**config.mk**
```make
export PLATFORM = sky130hd
export DESIGN_NAME = aes_round_sequencer
export DESIGN_NICKNAME = d
export VERILOG_FILES = /design/src/rtl/aes_round_sequencer.sv
export SDC_FILE = /design/constraint.sdc
export NUM_CORES = 1
export LEC_CHECK = 0
export ABC_AREA = 1
export BUFFER_PORTS_ARGS = -buffer_cell sky130_fd_sc_hd__buf_2
export CELL_PAD_IN_SITES_DETAIL_PLACEMENT = 0
export CELL_PAD_IN_SITES_GLOBAL_PLACEMENT = 1
export CORE_AREA = 5 5 297 299
export DETAILED_ROUTE_END_ITERATION = 12
export DIE_AREA = 0 0 302 304
export PLACE_DENSITY = 0.49
export SYNTH_ARGS = -nofsm -noshare
export SYNTH_HDL_FRONTEND = slang
export SYNTH_SLANG_ARGS = --single-unit
```
**constraint.sdc**
```tcl
create_clock -name clk -period 3.6 [get_ports clk]
set_input_delay 0.18 -clock clk [delete_from_list [all_inputs] [get_ports clk]]
set_output_delay 0.18 -clock clk [all_outputs]
set_load 0.005 [all_outputs]
```
**src/rtl/aes_round_sequencer.sv**
```systemverilog
// Iterative AES-128 sequencer: initial AddRoundKey, then NR rounds on shared datapaths; NR*(RND_LAT+1) cycles accept-to-valid.
// One block in flight: in_ready low while busy, ciphertext held in DONE until out_ready.
module aes_round_sequencer #(
  parameter int NR      = 10,
  parameter int RND_LAT = 2
) (
  input  logic         clk,
  input  logic         rst_n,
  input  logic         in_valid,
  output logic         in_ready,
  input  logic [127:0] in_data,
  output logic [3:0]   rk_idx,
  input  logic [127:0] rk_data,
  output logic [127:0] dp_state,
  output logic [127:0] dp_key,
  output logic         dp_final,
  input  logic [127:0] dp_result,
  output logic         out_valid,
  input  logic         out_ready,
  output logic [127:0] out_data,
  output logic         busy
);

  localparam int            CW       = (RND_LAT < 2) ? 1 : $clog2(RND_LAT + 1);
  localparam logic [3:0]    LAST_RND = 4'(NR);
  localparam logic [CW-1:0] CAP_CNT  = CW'(RND_LAT);

  typedef enum logic [1:0] {
    S_IDLE = 2'd0,
    S_RUN  = 2'd1,
    S_DONE = 2'd2
  } fsm_t;

  fsm_t          r_fsm;
  fsm_t          w_fsm_nxt;
  logic [127:0]  state_q;
  logic [3:0]    rnd_q;
  logic [CW-1:0] cnt_q;
  logic          w_accept;
  logic          w_capture;
  logic          w_last;

  assign w_accept  = (r_fsm == S_IDLE) && in_valid;
  assign w_capture = (r_fsm == S_RUN) && (cnt_q == CAP_CNT);
  assign w_last    = (rnd_q == LAST_RND);

  always_ff @(posedge clk or negedge rst_n) begin
    if (!rst_n) begin
      r_fsm <= S_IDLE;
    end else begin
      r_fsm <= w_fsm_nxt;
    end
  end

  always_comb begin
    w_fsm_nxt = r_fsm;
    case (r_fsm)
      S_IDLE:  if (in_valid) w_fsm_nxt = S_RUN;
      S_RUN:   if (w_capture && w_last) w_fsm_nxt = S_DONE;
      S_DONE:  if (out_ready) w_fsm_nxt = S_IDLE;
      default: w_fsm_nxt = S_IDLE;
    endcase
  end

  // Key index and final-round select only track the round while running, so the key store sees 0 otherwise.
  always_comb begin
    in_ready  = (r_fsm == S_IDLE);
    out_valid = (r_fsm == S_DONE);
    busy      = (r_fsm != S_IDLE);
    rk_idx    = (r_fsm == S_RUN) ? rnd_q : 4'd0;
    dp_final  = (r_fsm == S_RUN) && w_last;
  end

  assign dp_state = state_q;
  assign dp_key   = rk_data;
  assign out_data = state_q;

  always_ff @(posedge clk or negedge rst_n) begin
    if (!rst_n) begin
      state_q <= '0;
      rnd_q   <= '0;
      cnt_q   <= '0;
    end else if (w_accept) begin
      state_q <= in_data ^ rk_data;
      rnd_q   <= 4'd1;
      cnt_q   <= '0;
    end else if (w_capture) begin
      state_q <= dp_result;
      cnt_q   <= '0;
      if (!w_last) rnd_q <= rnd_q + 4'd1;
    end else if (r_fsm == S_RUN) begin
      cnt_q <= cnt_q + 1'b1;
    end
  end

endmodule

```
# After elaboration in Yosys (flattened, before gate mapping)
# Index checks and enable logic that the tools add are counted.
# classes
reduce_logical,10
n_addsub,2
eq_ne,8
mux,13
bitwise,1
# op_table
op,count
two-way mux 128 bit,2
XOR 128 bit,1
two-way mux 4 bit,4
two-way mux 2 bit,6
!= test 2 bit (second input constant),3
case mux 2 bit (3 select lines),1
adder 4 x 1 -> 4 bit (second input constant),1
equality test 2 bit (second input constant),2
equality test 4 bit (second input constant),1
logical AND 1 bit,4
nonzero test 2 bit,2
AND reduction 3 bit,1
nonzero test 3 bit,1
adder 2 x 1 -> 2 bit (second input constant),1
equality test 2 x 1 -> 1 bit (second input constant),1
zero test 2 bit,1
!= test 2 x 1 -> 1 bit (second input constant),1
AND reduction 2 bit,1
# word_totals
out_inout_bits,392
elab_cells,38
regBits,136

# Depth between registers and ports, before layout
# logic_depth
ltp_word,5
depth_mapped,10
mapped_depth_nobuf,8

# Worst setup path before layout
# No wires, ideal clock.
# synth_timing
path_type,flip-flop to flip-flop
start,reg r_fsm[0]
end,"reg state_q[101], in the netlist dp_state[101]"
path_buffers,3
path_slack_ns,2.231
setup_ns,0.117
t_required_ns,3.483
path_stages_with_launch,10
arrival_time_ns,1.252
cell_sequence,dfrtp_1 > nor2_2 > nand2_2 > buf_4 > inv_2 > buf_6 > buf_4 > nand2_1 > nand3_1 > nand2_1
# synth_between
elab_chain_cells,3
elab_cells_between_ends,6
classes_between,eq/ne (1); mux (1); reduce/logical (4)
# synth_lines
item,line_no,text
from (decl),34,fsm_t r_fsm;
from (signal assigned),51,r_fsm <= w_fsm_nxt;
zero test 2 bit (*),n/a,
via in_ready,10,"output logic in_ready,"
logical AND 1 bit (*),43,assign w_accept = (r_fsm == S_IDLE) && in_valid;
two-way mux 128 bit / nonzero test 2 bit (equally long branches),n/a,
to (signal assigned),84,state_q <= in_data ^ rk_data;
to (signal assigned),88,state_q <= dp_result;
to (decl),36,logic [127:0] state_q;
# The timed path passes the listed nets; every way through them passes the cells marked *.
# A chain may end at the register's enable or synchronous reset.

# Worst setup path in the final report
# layout_timing
start,reg r_fsm[0]
end,"reg state_q[37], in the netlist dp_state[37]"
# layout_between
elab_chain_cells,3
elab_cells_between_ends,6
classes_between,eq/ne (1); mux (1); reduce/logical (4)
# layout_lines
item,line_no
equality test 2 x 1 -> 1 bit / zero test 2 bit (equally long branches),"44, 43"
logical AND 1 bit (on tied branches),"44, 43"
nonzero test 2 bit (no line) / two-way mux 128 bit (equally long branches),n/a
# Parallel ways exist; a longest one is shown, timed or not.

==> load_flow_metrics.sql <==
INSERT INTO impl_metrics (metric_group, metric, value, unit) VALUES
('worst_setup_path', 'crit_path_max_fanout', '42', ''),
('drt', 'route.vias.total', '12378', ''),
('worst_setup_path', 'critical_path.max_stage_delay', '0.54', 'ns'),
('clock_tree', 'h-tree-depth', '4', ''),
('finish', 'final_layout_size_suffix_gt1_share', '32.7', '%'),
('job', 'maxCapViolations', '0', ''),
('finish', 'area_added_between_synthesis_and_finish', '43.5', '%'),
('logic_synthesis', 'synth.top_cells.by_area', 'sky130_fd_sc_hd__nand2_1 (35%), sky130_fd_sc_hd__dfrtp_1 (30%), sky130_fd_sc_hd__buf_4 (19%)', ''),
('status', 'run_status', 'finished, final reports clean', ''),
('clock_tree', 'clock_path_buffers', '2', ''),
('placed_design', 'numPlacedInstances', '3547', ''),
('drt', 'avgViaCountPerCell', '3.35', ''),
('worst_setup_path', 'crit_required', '4.00', 'ns'),
('clock_tree', 'insertion_delay', '0.46', 'ns'),
('clock_tree', 'tritoncts', 'done', ''),
('clock_tree', 'cts_setup_buffers', '0', ''),
('clock_tree', 'cts_resized', '0', ''),
('drt', 'route.antenna.remaining_nets', '0', ''),
('drt', 'wl', '54.7', 'mm'),
('worst_setup_path', 'r2r-start', 'r_fsm[0]', ''),
('logic_synthesis', 'dominant_cell_by_count_in_the_synthesized_netlist', 'sky130_fd_sc_hd__nand2_1', ''),
('floorplan', 'core', '84900', 'um^2'),
('power_and_ir_drop', 'ir_worst_vdd', '0.000353', 'V'),
('logic_synthesis', 'synth_nets', '2308', ''),
('timing', 'fmax', '480', 'MHz'),
('timing', 'clock-skew-final', '0.0122', 'ns'),
('floorplan', 'die_w', '302', 'um'),
('timing', 'final_number_of_hold_violating_endpoints', '0', ''),
('worst_hold_path', 'hold_class', 'in -> reg', ''),
('global_route', 'grt_pass1_wl', '79.0', 'mm'),
('floorplan', 'design.portCount', '780', ''),
('worst_setup_path', 'worstPathArrival', '2.48', 'ns'),
('logic_synthesis', 'synth_cells', '1918', ''),
('worst_setup_path', 'critPathBufInv', '3', ''),
('worst_setup_path', 'critPathLaunchType', 'flop', ''),
('placed_design', 'place_hpwl', '44.8', 'mm'),
('worst_setup_path', 'crit-reg2reg-capture', 'dp_state[37]', ''),
('floorplan', 'design.die.area', '91800', 'um^2'),
('logic_synthesis', 'ys_top_cells_by_count', 'sky130_fd_sc_hd__nand2_1 (1068), sky130_fd_sc_hd__inv_1 (317), sky130_fd_sc_hd__buf_4 (280)', ''),
('clock_tree', 'clk_pin_slew_worst_paths', '0.07', 'ns'),
('drt', 'drc_errors', '0', ''),
('clock_tree', 'numCtsBuffers', '17', ''),
('worst_setup_path', 'timing.reg2reg.worst_path_depth', '8', ''),
('global_route', 'number_of_antenna_violations_at_the_first_check_in_global_routing', '10', ''),
('timing', 'unrepaired_setup_endpoints_after_global_routing', 'false', ''),
('global_route', 'gr-total-overflow', '0', ''),
('timing', 'setup_violation_total_in_the_final_timing_report', '0', ''),
('timing', 'post-route-period-util', '57.9', '%'),
('power_and_ir_drop', 'power_leakage', '10.6', 'nW'),
('worst_setup_path', 'critPathTopFamily', 'buffers and inverters', ''),
('logic_synthesis', 'yosys.area.top_type', 'sky130_fd_sc_hd__nand2_1', ''),
('timing', 'slew-limit-headroom', '54.3', '%'),
('worst_setup_path', 'criticalPathCategory', 'reg -> reg', ''),
('timing', 'finalWorstPathRequiredPeriod', '2.08', 'ns'),
('placed_design', 'routabilityCongestion', '0.754', ''),
('floorplan', 'die_height', '304', 'um'),
('global_route', 'grt_pass1_vias', '12253', ''),
('floorplan', 'initial_core_util', '13.4', '%'),
('worst_setup_path', 'setup_crit_start', 'r_fsm[0]', ''),
('worst_setup_path', 'setup.reg_to_reg.worst_slack', '1.52', 'ns'),
('worst_setup_path', 'cp.depth', '8', ''),
('logic_synthesis', 'synth_enable_flop_cells', '0', ''),
('worst_setup_path', 'critPathCaptureType', 'flop', ''),
('timing', 'worst-slew-pin-transition', '0.685', 'ns'),
('worst_hold_path', 'worstHoldStart', 'dp_result[76]', ''),
('logic_synthesis', 'synth_sequential_area_ratio', '30.0', '%'),
('logic_synthesis', 'synthArstFlopShare', '100', '%'),
('finish', 'num-nets-final', '2926', ''),
('logic_synthesis', 'synth_cell_type_count', '18', ''),
('worst_setup_path', 'endpoint', 'dp_state[37]', ''),
('drt', 'routed_wire_length_per_instance', '14.8', 'um');
-- stage by stage --
stage	total power, mW	setup WS [ns]	instance area, um^2	hold WS [ns]	utilization [%]
final	8.72	1.52	16300	0.0550	19.2
after global routing	9.53	1.26	16300	0.0376	19.2
after CTS	9.03	1.43	16300	0.000904	19.2
after detailed placement	7.09	1.44	14600	0.156	17.2
after global placement	7.10	1.45	14600	0.153	17.2
after floorplan	5.45	2.23	11400	-0.116	-
-- power breakdown --
group	switching [mW]	leakage, nW	internal (mW)
Combinational	2.12	8.66	1.79
Clock	0.830	0.243	0.885
Sequential	0.836	1.68	2.25
-- layer usage --
metal	part of all wire, %	global-route usage, %
met2	51	20.8
met5	0.10	0
met3	6.6	2.98
met1	41	13.3
met4	1.2	2.67
-- final cells by class --
cell class	instances	area, um^2
diodes	2	5.00
clock buffers	19	433
clock inverters	13	98.8
fillers	10033	68600
inverters	319	1200
multi-input cells	1150	4460
flip-flops and latches	136	3400
well taps	1144	1430
repair buffers	912	5260
-- worst min-delay path by stage --
stage | to | slack (ns) | cells past startpoint
after floorplan | cnt_q[0] | -0.12 | 0
after global placement | dp_state[40] | 0.15 | 1
after detailed placement | dp_state[40] | 0.16 | 1
after CTS | dp_state[76] | 0.0009 | 5
after global routing | dp_state[28] | 0.04 | 5
final | dp_state[76] | 0.05 | 5
-- worst register-to-register path, stage by stage (launching register included) --
cell and delay (ns):
sky130_fd_sc_hd__dfrtp_1 0.41, sky130_fd_sc_hd__inv_1 0.09, sky130_fd_sc_hd__nor2_2 0.06, sky130_fd_sc_hd__nand2_1 0.20
sky130_fd_sc_hd__nand2_8 0.23, sky130_fd_sc_hd__inv_4 0.57, sky130_fd_sc_hd__buf_4 0.33, sky130_fd_sc_hd__nand2_1 0.08
sky130_fd_sc_hd__nand2_1 0.06
-- cell families (layout without fill, tap and decap cells) --
kind of cell | count (synthesis) | count (layout) | synth area share [%]
flip-flops | 136 | 136 | 30.0
AND/OR/NAND/NOR | 1142 | 1142 | 38.5
other | 0 | 2 | 0
buffers and inverters | 632 | 1263 | 31.0
adder cells (fa/ha/maj) | 2 | 2 | 0.220
AO/OA/AOI/OAI | 6 | 6 | 0.275
-- layout by cell type (no fill, tap or decap), types with 2 or more instances in the layout --
cell	n
sky130_fd_sc_hd__clkbuf_1	2
sky130_fd_sc_hd__nand4_1	2
sky130_fd_sc_hd__dfrtp_1	136
sky130_fd_sc_hd__o21ai_0	4
sky130_fd_sc_hd__diode_2	2
sky130_fd_sc_hd__nor2_1	11
sky130_fd_sc_hd__nand3_1	56
sky130_fd_sc_hd__clkbuf_16	17
sky130_fd_sc_hd__nand2_1	1068
sky130_fd_sc_hd__buf_2	778
sky130_fd_sc_hd__inv_1	317
sky130_fd_sc_hd__buf_12	6
sky130_fd_sc_hd__clkinvlp_4	6
sky130_fd_sc_hd__nand2_8	2
sky130_fd_sc_hd__nor2_2	2
sky130_fd_sc_hd__inv_4	2
sky130_fd_sc_hd__buf_4	13
sky130_fd_sc_hd__inv_6	4
sky130_fd_sc_hd__ha_1	2
sky130_fd_sc_hd__dlygate4sd3_1	114
sky130_fd_sc_hd__clkinv_2	2
-- flip-flops by register name, indices dropped and copies added (netlist names) --
name,flops
cnt_q,2
rnd_q,4
dp_state,128
r_fsm,2
No activity file was read; power rests on OpenSTA's default activity.
